==> src/rtl/fifo_apb_port.sv <==
// fifo_apb_port: APB slave driving a single-write/single-read FIFO macro.
// Owns pointers, occupancy, threshold/error flags and the threshold interrupt.
module fifo_apb_port #(
    parameter int DEPTH = 256,
    parameter int AW = 8,
    parameter int DW = 9
) (
    input  logic          PCLK,
    input  logic          PRESET,
    input  logic          PSEL,
    input  logic          PENABLE,
    input  logic          PWRITE,
    input  logic [3:0]    PADDR,
    input  logic [31:0]   PWDATA,
    output logic [31:0]   PRDATA,
    output logic          PREADY,
    output logic          PSLVERR,
    output logic [AW-1:0] WADDR,
    output logic [AW-1:0] RADDR,
    output logic [DW-1:0] FIFO_DIN,
    output logic          WRB,
    output logic          RDB,
    input  logic [DW-1:0] FIFO_DO,
    output logic [2:0]    DC_OUT,
    output logic          IRQ
);
    localparam logic [0:0] IDLE = 1'b0, RD_WAIT = 1'b1;
    logic [0:0] state;
    logic [AW-1:0] wptr, rptr;
    logic [AW:0] count, thr;
    logic ovf, udf;
    logic [3:0] ctrl;
    logic acc, wr, rd, empty, full, eqth, geqth;
    logic sel_data, sel_stat, sel_thr, sel_ctrl;
    logic push, pop_req, pop_done, ovf_hit, udf_hit;
    logic [8:0] tw;
    logic [31:0] status;
    logic unused_wdata;
    assign unused_wdata = ^PWDATA[31:9];
    assign acc = PSEL & PENABLE;
    assign wr = acc & PWRITE;
    assign rd = acc & ~PWRITE;
    assign sel_data = PADDR == 4'h0;
    assign sel_stat = PADDR == 4'h4;
    assign sel_thr = PADDR == 4'h8;
    assign sel_ctrl = PADDR == 4'hC;
    assign empty = count == '0;
    assign full = count == (AW+1)'(DEPTH);
    assign eqth = count == thr;
    assign geqth = count >= thr;
    assign push = wr & sel_data & ~full;
    assign ovf_hit = wr & sel_data & full;
    // The pop is split: strobe in IDLE, data returns from the macro in RD_WAIT.
    assign pop_req = rd & sel_data & ~empty & (state == IDLE);
    assign udf_hit = rd & sel_data & empty & (state == IDLE);
    assign pop_done = state == RD_WAIT;
    assign tw = PWDATA[8:0];
    assign status = 32'({count, 2'b0, udf, ovf, geqth, eqth, full, empty});
    assign WRB = ~push;
    assign RDB = ~pop_req;
    assign WADDR = wptr;
    assign RADDR = rptr;
    assign FIFO_DIN = push ? PWDATA[DW-1:0] : '0;
    assign DC_OUT = ctrl[2:0];
    assign PREADY = ~pop_req;
    assign PSLVERR = ovf_hit | udf_hit;
    assign PRDATA = pop_done ? 32'(FIFO_DO) : ~rd ? '0 : sel_stat ? status :
                    sel_thr ? 32'(thr) : sel_ctrl ? {28'b0, ctrl} : '0;
    always_ff @(posedge PCLK or posedge PRESET) begin
        if (PRESET) begin
            state <= IDLE;
            wptr <= '0;
            rptr <= '0;
            count <= '0;
            thr <= (AW+1)'(DEPTH / 2);
            ovf <= 1'b0;
            udf <= 1'b0;
            ctrl <= '0;
            IRQ <= 1'b0;
        end else begin
            state <= pop_req ? RD_WAIT : IDLE;
            IRQ <= ctrl[3] & geqth;
            if (push) begin
                wptr <= wptr + 1'b1;
                count <= count + 1'b1;
            end
            if (pop_done) begin
                rptr <= rptr + 1'b1;
                count <= count - 1'b1;
            end
            if (ovf_hit) ovf <= 1'b1;
            if (udf_hit) udf <= 1'b1;
            if (wr & sel_stat) begin
                if (PWDATA[4]) ovf <= 1'b0;
                if (PWDATA[5]) udf <= 1'b0;
            end
            if (wr & sel_thr) thr <= (tw > 9'(DEPTH)) ? (AW+1)'(DEPTH) : (AW+1)'(tw);
            if (wr & sel_ctrl) begin
                ctrl <= PWDATA[3:0];
                if (PWDATA[4]) begin
                    wptr <= '0;
                    rptr <= '0;
                    count <= '0;
                end
            end
        end
    end
endmodule

==> config.mk <==
export PLATFORM = sky130hd
export DESIGN_NAME = fifo_apb_port
export DESIGN_NICKNAME = d
export VERILOG_FILES = /design/src/rtl/fifo_apb_port.sv
export SDC_FILE = /design/constraint.sdc
export NUM_CORES = 1
export LEC_CHECK = 0
export ABC_AREA = 1
export BUFFER_PORTS_ARGS = -buffer_cell sky130_fd_sc_hd__clkbuf_2
export CAP_MARGIN = 20
export CORE_MARGIN = 1.5
export CORE_UTILIZATION = 25
export CTS_BUF_LIST = sky130_fd_sc_hd__clkbuf_8
export DETAILED_ROUTE_END_ITERATION = 7
export MAX_ROUTING_LAYER = met4
export PLACE_DENSITY = 0.5
export SLEW_MARGIN = 25
export SYNTH_ARGS = -nofsm -noshare
export SYNTH_HDL_FRONTEND = slang
export SYNTH_SLANG_ARGS = --single-unit
==> constraint.sdc <==
create_clock -name PCLK -period 2.4 [get_ports PCLK]
set_input_delay 0.6 -clock PCLK [delete_from_list [all_inputs] [get_ports PCLK]]
set_output_delay 0.6 -clock PCLK [all_outputs]
set_load 0.05 [all_outputs]
Word level (Yosys, flattened, before mapping)
Cells that the tools add are included.
{ "word_totals": {"ff_bits": 42} }
{ "op_classes": {"eq_ne": 5, "n_addsub": 4, "mux": 24, "bitwise_logic": 22, "reduce_logical": 2, "n_lt_le_gt_ge": 2} }
{ "op_table": {"columns": ["op", "count"], "rows": [
  ["$mux 9", 7],
  ["$mux 17", 3],
  ["$mux 8", 6],
  ["$add 8x1->8 const B", 2],
  ["$and 1x1->1", 15],
  ["$add 9x1->9 const B", 1],
  ["$eq 9x9->1", 1],
  ["$eq 9x9->1 const B", 1],
  ["$ge 9x9->1", 1],
  ["$gt 9x9->1 const B", 1],
  ["$logic_not 9->1", 1],
  ["$sub 9x1->9 const B", 1],
  ["$eq 4x4->1 const B", 2],
  ["$mux 1", 7],
  ["$not 1->1", 6],
  ["$eq 4x3->1 const B", 1],
  ["$logic_not 4->1", 1],
  ["$mux 4", 1],
  ["$or 1x1->1", 1]
]} }

Depth between registers and ports, before layout
Gate-level depths: netlist (run 1).
{ "depth": {"word_depth": 8, "depth_mapped": 12, "depth_no_buf": 12} }

Worst setup path before layout (run 1)
OpenSTA, ideal clock, no wires.
{ "synth_path": {"path_type": "in2out", "start": "input PADDR[1]", "end": "output PRDATA[1]", "path_buffers": 0, "slack_ns": -0.493, "t_required_ns": 1.800, "stages": 7, "t_arrival_ns": 2.293, "path_cell_list": "nor2_2 > nand2_1 > nor2_2 > inv_2 > o21ai_0 > nor2_1 > o21ai_0"} }
{ "synth_between": {"elab_chain_cells": 6, "word_cells_on_any_way": 8, "classes_between": "eq/ne (3); mux (5)"} }
{ "synth_lines": {"columns": ["element", "line", "rtl"], "rows": [
  ["start, declared", "13", "input logic [3:0] PADDR,"],
  ["$eq 4x4->1", "46", "assign sel_ctrl = PADDR == 4'hC;"],
  ["$mux 4", "68", "sel_thr ? 32'(thr) : sel_ctrl ? {28'b0, ctrl} : '0;"],
  ["$mux 9", "68", null],
  ["$mux 17 (*) (3 in a row)", "67", "assign PRDATA = pop_done ? 32'(FIFO_DO) : ~rd ? '0 : sel_stat ? status :"],
  ["end, declared", "15", "output logic [31:0] PRDATA,"]
]} }
Every way passes the cells marked *; elsewhere a longest branch is shown, timed or not.

Worst setup path in the final report (run 1)
{ "layout_path": {"start": "register thr[7]", "end": "output PRDATA[2]"} }
{ "layout_between": {"elab_chain_cells": 4} }
{ "layout_lines": {"columns": ["element", "line", "rtl"], "rows": [
  ["start, declared", "30", "logic [AW:0] count, thr;"],
  ["start signal, assigned", "75", "thr <= (AW+1)'(DEPTH / 2);"],
  ["start signal, assigned", "97", "if (wr & sel_thr) thr <= (tw > 9'(DEPTH)) ? (AW+1)'(DEPTH) : (AW+1)'(tw);"],
  ["$eq 9x9->1", "49", "assign eqth = count == thr;"],
  ["$mux 17 (3 in a row)", "67", null]
]} }
No other way between the ends.

==> flow_summary.json, run 1 <==
{
  "clock-sinks": 42,
  "grt_pass1_vias": 3015,
  "path_buf_inv": 3,
  "track_usage_pct": 15.2,
  "synth_seq_cells": 42,
  "endpoint_kind": "output pin",
  "slew_headroom_pct": 57.5,
  "finClkSkew_ps": 10.8,
  "ant_nets": 0,
  "crit_cells": 9,
  "path_cells": "inv_2 -> ha_4 -> nand4_1 -> nor4_2 -> nor2_1 -> inv_1 -> nand3_1 -> nand2_1 -> buf_8",
  "clockRootBuffer": "clkbuf_8",
  "critPathCapture": "PRDATA[2]",
  "final_nets": 586,
  "max_stage_delay_ps": 530,
  "synth_area_per_cell_sq_um": 7.39,
  "cts_buffers": 5,
  "grt_pass1_wl_microns": 14900,
  "synth-seq-area-share_pct": 36.0,
  "crit_arrival_ps": 2040,
  "gr-total-overflow": 0,
  "rr_endpoint": "count[7]$_DFF_PP0_",
  "critPathLaunch": "thr[7]$_DFFE_PP1P_",
  "syn_area_sq_mm": 0.00293,
  "wire_per_inst_microns": 13.8,
  "leakage_nw": 2.21,
  "crit_family": "simple AND/OR/NAND/NOR gates",
  "r2r_cells": 15,
  "synthFlopType": "dfrtp_1",
  "ff_latch_area_sq_mm": 0.00105,
  "rows": 39,
  "routed_via_density": 4.56,
  "rsz0062_at_grt": "yes",
  "grt_start_max_net_pins": 43,
  "synth_cells": 396,
  "io_buffers": 76,
  "worst_pin_slew_ps": 633,
  "antenna_found_initial": 0,
  "cp_slowest_cell": "dfstp_2",
  "setup_viol": 2,
  "fmax_mhz": 378,
  "core_area_sq_mm": 0.0114,
  "synthTopCellsByArea": "dfrtp_1 (35%), nand2_1 (8.5%), inv_1 (6.9%)",
  "setup_ws_ps": -243,
  "async_flop_share_pct": 100,
  "dr.pass1.iters": 5,
  "ios": 115,
  "yosysWarnings": 0,
  "ys_types": 43,
  "multiInputGateArea_sq_mm": 0.00171,
  "critical_path.startpoint_type": "register",
  "synth-edff-count": 0,
  "globalplace.congestion": 0.886,
  "yosysTopAreaCellShare_pct": 35.1,
  "post_dp_cell_area_sq_mm": 0.00385,
  "finalCritPeriodShare_pct": 110,
  "clock_path_buffers": 2,
  "vias": 3036,
  "worst_skew_pair.late_latency_ps": 300,
  "hpwlAfterDp_microns": 6600,
  "crit_type": "reg2out",
  "drt_iter0_markers": 175,
  "ir_worst_vdd_mv": 0.367,
  "wl_microns": 9190,
  "fill_cells": 1214,
  "die_y_microns": 111,
  "tritoncts": "yes",
  "initial_core_util_pct": 25.6,
  "fp.dieW_microns": 111,
  "cp.required_ps": 1800,
  "path_clk_slew_ps": 80,
  "timing.rr.start": "count[0]$_DFF_PP0_",
  "min_path_type": "in2async",
  "report.final.slew_viol_count": 0,
  "synth_largest_area_cell": "dfrtp_1",
  "drc_errors": 0,
  "hold_violations": 0,
  "diodes": 0,
  "drv_cap": 0,
  "finalPower_w": 0.00250,
  "r2r_setup_slack_ps": 330,
  "path_max_fanout": 2,
  "status": "finished, violations left",
  "min_period_ps": 2640,
  "die-area_sq_mm": 0.0124,
  "area_delta_synth_final_pct": 51.8,
  "final_core_utilization_pct": 38.9,
  "violations": "negative setup slack",
  "htreeDepth": 2,
  "power.density_mw_per_mm2": 564,
  "drive_above_1_share_pct": 38.8,
  "fin_area_sq_mm": 0.00444
}
-- how the worst min path moves through the flow --
| stage | from | end | slack [ps] | cells after the start |
|---|---|---|---|---|
| after floorplan | ctrl[3]$_DFFE_PP0P_ | ctrl[3]$_DFFE_PP0P_ | 470 | 2 |
| after global placement | ctrl[2]$_DFFE_PP0P_ | ctrl[2]$_DFFE_PP0P_ | 510 | 2 |
| after detailed placement | ctrl[2]$_DFFE_PP0P_ | ctrl[2]$_DFFE_PP0P_ | 510 | 2 |
| after CTS | PRESET | WADDR[6]$_DFF_PP0_ | 440 | 3 |
| after global routing | PRESET | WADDR[3]$_DFF_PP0_ | 490 | 3 |
| final | PRESET | WADDR[3]$_DFF_PP0_ | 420 | 3 |
-- kinds of logic (layout without fill, tap and decap cells) --
group / after synthesis / in the layout / share of synthesized area, %
flip-flops: 42 / 42 / 36.0
adder cells (fa/ha/maj): 13 / 13 / 5.56
AO/OA/AOI/OAI: 73 / 73 / 14.0
other: 1 / 15 / 0.128
XOR/XNOR: 7 / 7 / 2.10
buffers and inverters: 86 / 199 / 14.4
AND/OR/NAND/NOR: 174 / 174 / 27.8
-- Yosys cell counts (2+ instances only) --
| master | count |
|---|---|
| clkbuf_1 | 2 |
| nor2_2 | 4 |
| inv_1 | 54 |
| a211oi_1 | 3 |
| nor3_1 | 7 |
| dfrtp_1 | 41 |
| a21oi_1 | 19 |
| o21ai_1 | 2 |
| nand2_1 | 66 |
| ha_1 | 13 |
| nor4_1 | 2 |
| nor2_1 | 49 |
| inv_2 | 2 |
| nand3b_1 | 2 |
| nor2_4 | 2 |
| o211ai_1 | 4 |
| buf_4 | 21 |
| buf_2 | 2 |
| nand3_2 | 2 |
| o21ai_0 | 38 |
| buf_6 | 2 |
| xnor2_1 | 3 |
| nand4_1 | 4 |
| xor2_1 | 4 |
| nand2_2 | 2 |
| clkinv_1 | 2 |
| nand3_1 | 28 |
-- repair_timing --
action / 4_1_cts / 5_1_grt
setup endpoints to repair: 18 / 26
buffers inserted: 18 / 7
endpoints found under the hold margin: 0 / 0
pin swaps: 6 / 14
resized for setup: 28 / 77
hold buffers: 0 / 0
-- registers in the layout (all words and copies together), names as in the netlist --
name,count
count,9
thr,9
RADDR,8
WADDR,8
ctrl,4
IRQ,1
ovf,1
pop_done,1
udf,1
-- metal layers --
layer  vias to the layer above  track usage (%)  wire length [microns]
li1                       1511                -                      -
met1                      1434             18.9                   4210
met2                        81             26.1                   4470
met3                        10             2.30                    376
met4                         0             3.46                    126
met5                         -                -                      0
-- metrics by stage --
stage	hold slack, ps	TNS (ps)	std cells	setup WS [ps]
2_1_floorplan	469	-1910	410	-186
3_3_place_gp	505	-117	634	-42.7
3_5_place_dp	511	-83.8	634	-30.6
4_1_cts	442	-397	659	-213
5_1_grt	486	-768	666	-331
6_report	419	-436	666	-243
-- final cells by class --
class | instances | area share [%]
sequential | 42 | 23.7
tap | 143 | 4.03
multi-input combinational | 282 | 38.5
clock buffer | 6 | 1.86
inverter | 59 | 5.10
clock inverter | 1 | 0.676
timing repair buffer | 133 | 26.1
-- cell usage in the layout (no fill, tap or decap), types with 5 or more instances in the layout --
master    netlist  routed
dfrtp_1        41      41
nand2_4         1       5
clkbuf_8        0       7
o21ai_0        38      33
inv_1          54      48
inv_2           2       8
buf_6           2      11
nor2_4          2       6
nor2_2          4      17
nand2_2         2       5
clkbuf_2        0      44
conb_1          1      15
a21oi_1        19      19
buf_12          0      16
nor2_1         49      32
nand3_1        28      27
nand2_1        66      59
ha_1           13      11
buf_4          21      57
nor3_1          7       6
-- worst reg2reg max path, stage by stage (launching register included) --
cell and delay (ps):
dfrtp_1 400, inv_2 120, ha_4 170, nand2_4 50
nor2_4 120, nand3_4 120, nand2_4 100, buf_6 130
buf_4 100, buf_4 160, inv_4 100, nand2_1 90
nand2_1 90, nand3_1 80, nand2_1 50, nor2_1 110
-- power by group --
group | switching, W | internal (W) | total [W] | leakage [nW]
registers | 0.0000853 | 0.000814 | 0.000899 | 0.511
clock network | 0.000258 | 0.000334 | 0.000591 | 0.0573
logic | 0.000655 | 0.000359 | 0.00101 | 1.64
Note: power is estimated with default switching activity, not from simulation.
==> inputs of run 2 (changes only) <==
Settings changed: CELL_PAD_IN_SITES_DETAIL_PLACEMENT set to 1, CELL_PAD_IN_SITES_GLOBAL_PLACEMENT set to 1, CORE_UTILIZATION 25 to 35, PLACE_DENSITY 0.5 to 0.85.
==> flow_summary.json, run 2 (same netlist as run 1, synthesis figures left out) <==
{
  "status": "finished, violations left",
  "violations": "negative setup slack",
  "min_path_type": "in2async",
  "reg_top3": "count (9), thr (9)",
  "finalCritPeriodShare_pct": 115,
  "rsz0062_at_grt": "yes",
  "tritoncts": "yes",
  "cp.required_ps": 1800,
  "setup_viol": 20,
  "drv_cap": 0,
  "globalplace.congestion": 0.972,
  "timing.rr.start": "pop_done$_DFF_PP0_",
  "io_buffers": 76,
  "core_area_sq_mm": 0.00818,
  "multiInputGateArea_sq_mm": 0.00179,
  "initial_core_util_pct": 35.8,
  "ff_latch_area_sq_mm": 0.00105,
  "critPathLaunch": "thr[7]$_DFFE_PP1P_",
  "place_ws_ps": -134,
  "ios": 115,
  "wl_microns": 13700,
  "clockRootBuffer": "clkbuf_8",
  "antenna_found_initial": 0,
  "crit_type": "reg2out",
  "gr-max-usage-layer": "met2",
  "drt_iter0_markers": 265,
  "fp.dieW_microns": 94.4,
  "finalPower_w": 0.00257,
  "area_delta_synth_final_pct": 51.1,
  "drive_above_1_share_pct": 39.3,
  "worst_pin_slew_ps": 564,
  "fill_cells": 1002,
  "hpwlAfterDp_microns": 7270,
  "report.final.slew_viol_count": 0,
  "clock_path_buffers": 2,
  "power.density_mw_per_mm2": 581,
  "final_cells": 621,
  "setup-tns-final_ps": -1810,
  "htreeDepth": 2,
  "ant_nets": 0,
  "worst_skew_pair.late_latency_ps": 320,
  "path_max_fanout": 2,
  "slew_headroom_pct": 62.2,
  "grt_pass1_wl_microns": 18300,
  "gr-total-overflow": 0,
  "track_usage_pct": 28.0,
  "setup_ws_ps": -368,
  "drc_errors": 0,
  "wire_per_inst_microns": 22.1,
  "fmax_mhz": 361,
  "cts_buffers": 5,
  "grt_start_max_net_pins": 43,
  "final_core_utilization_pct": 54.1,
  "rows": 33,
  "die-area_sq_mm": 0.00892,
  "diodes": 0,
  "final_common_cell": "nand2_1",
  "final_nets": 578,
  "finClkSkew_ps": 12.3,
  "grtUsageMet3_pct": 5.23,
  "dr.pass1.iters": 5,
  "grt_pass1_vias": 3500,
  "crit_arrival_ps": 2170,
  "die_y_microns": 94.4,
  "layout_common_cells": "nand2_1 (56), inv_1 (47), clkbuf_2 (46), buf_4 (42), dfrtp_1 (39)",
  "gr-usage-met2_pct": 45.6,
  "path_clk_slew_ps": 100,
  "critical_path.startpoint_type": "register",
  "leakage_nw": 2.19,
  "routed_via_density": 5.68,
  "hold_violations": 0,
  "dp.cells": 596,
  "clock-sinks": 42,
  "endpoint_kind": "output pin",
  "met1_usage_pct": 33.1,
  "min_period_ps": 2770,
  "vias": 3526,
  "ir_worst_vdd_mv": 0.298
}
[run 2: final cells by class]
class,count,area share (%)
well taps,105,2.97
inverters,59,5.27
flip-flops and latches,42,23.9
multi-input cells,283,40.4
clock buffers,5,1.56
clock inverters,3,0.396
repair buffers,124,25.5
[run 2: worst max-delay path: stages (launching register included)]
cell     delay (ps)
dfstp_2         540
inv_2            50
ha_4            280
nand4_1         180
nor4_2          220
buf_4           170
nor2_2           40
inv_2            80
o21ai_2          80
nand2_2          90
buf_12          140
[run 2: report_power, final]
part	internal, W	switching [W]
clock	0.000203	0.000314
combinational	0.000361	0.000776
sequential	0.000815	0.000101
total	0.00138	0.00119
[run 2: worst paths after layout]
check | end | slack [ps] | depth (start not counted)
worst min-delay path | WADDR[4]$_DFF_PP0_ | 390 | 3
max in group asynchronous | count[1]$_DFF_PP0_ | 1600 | 3
worst max-delay path | PRDATA[3] | -370 | 10
worst max register to register | RADDR[6]$_DFF_PP0_ | 170 | 7
worst min register to register | ctrl[0]$_DFFE_PP0P_ | 540 | 2
min in group PCLK | udf$_DFF_PP0_ | 510 | 2
[run 2: metrics by stage]
step / area, sq um / hold WS, ps
global placement: 3760 / 499
CTS: 4240 / 423
detailed placement: 3760 / 510
global route: 4420 / 464
finish: 4420 / 389
floorplan: 3010 / 469
[run 2: what timing repair did]
action	in CTS	in global routing
hold buffers	0	0
gates cloned	1	0
buffers inserted	10	8
pin swaps	9	9
resized for setup	76	46
endpoints found under the setup margin	28	28
[run 2: routing by layer]
metal  share of wire, %  up-vias
li1                   -     1492
met1                 37     1721
met2                 50      231
met3                7.4       82
met4                5.7        0
met5                  0        -
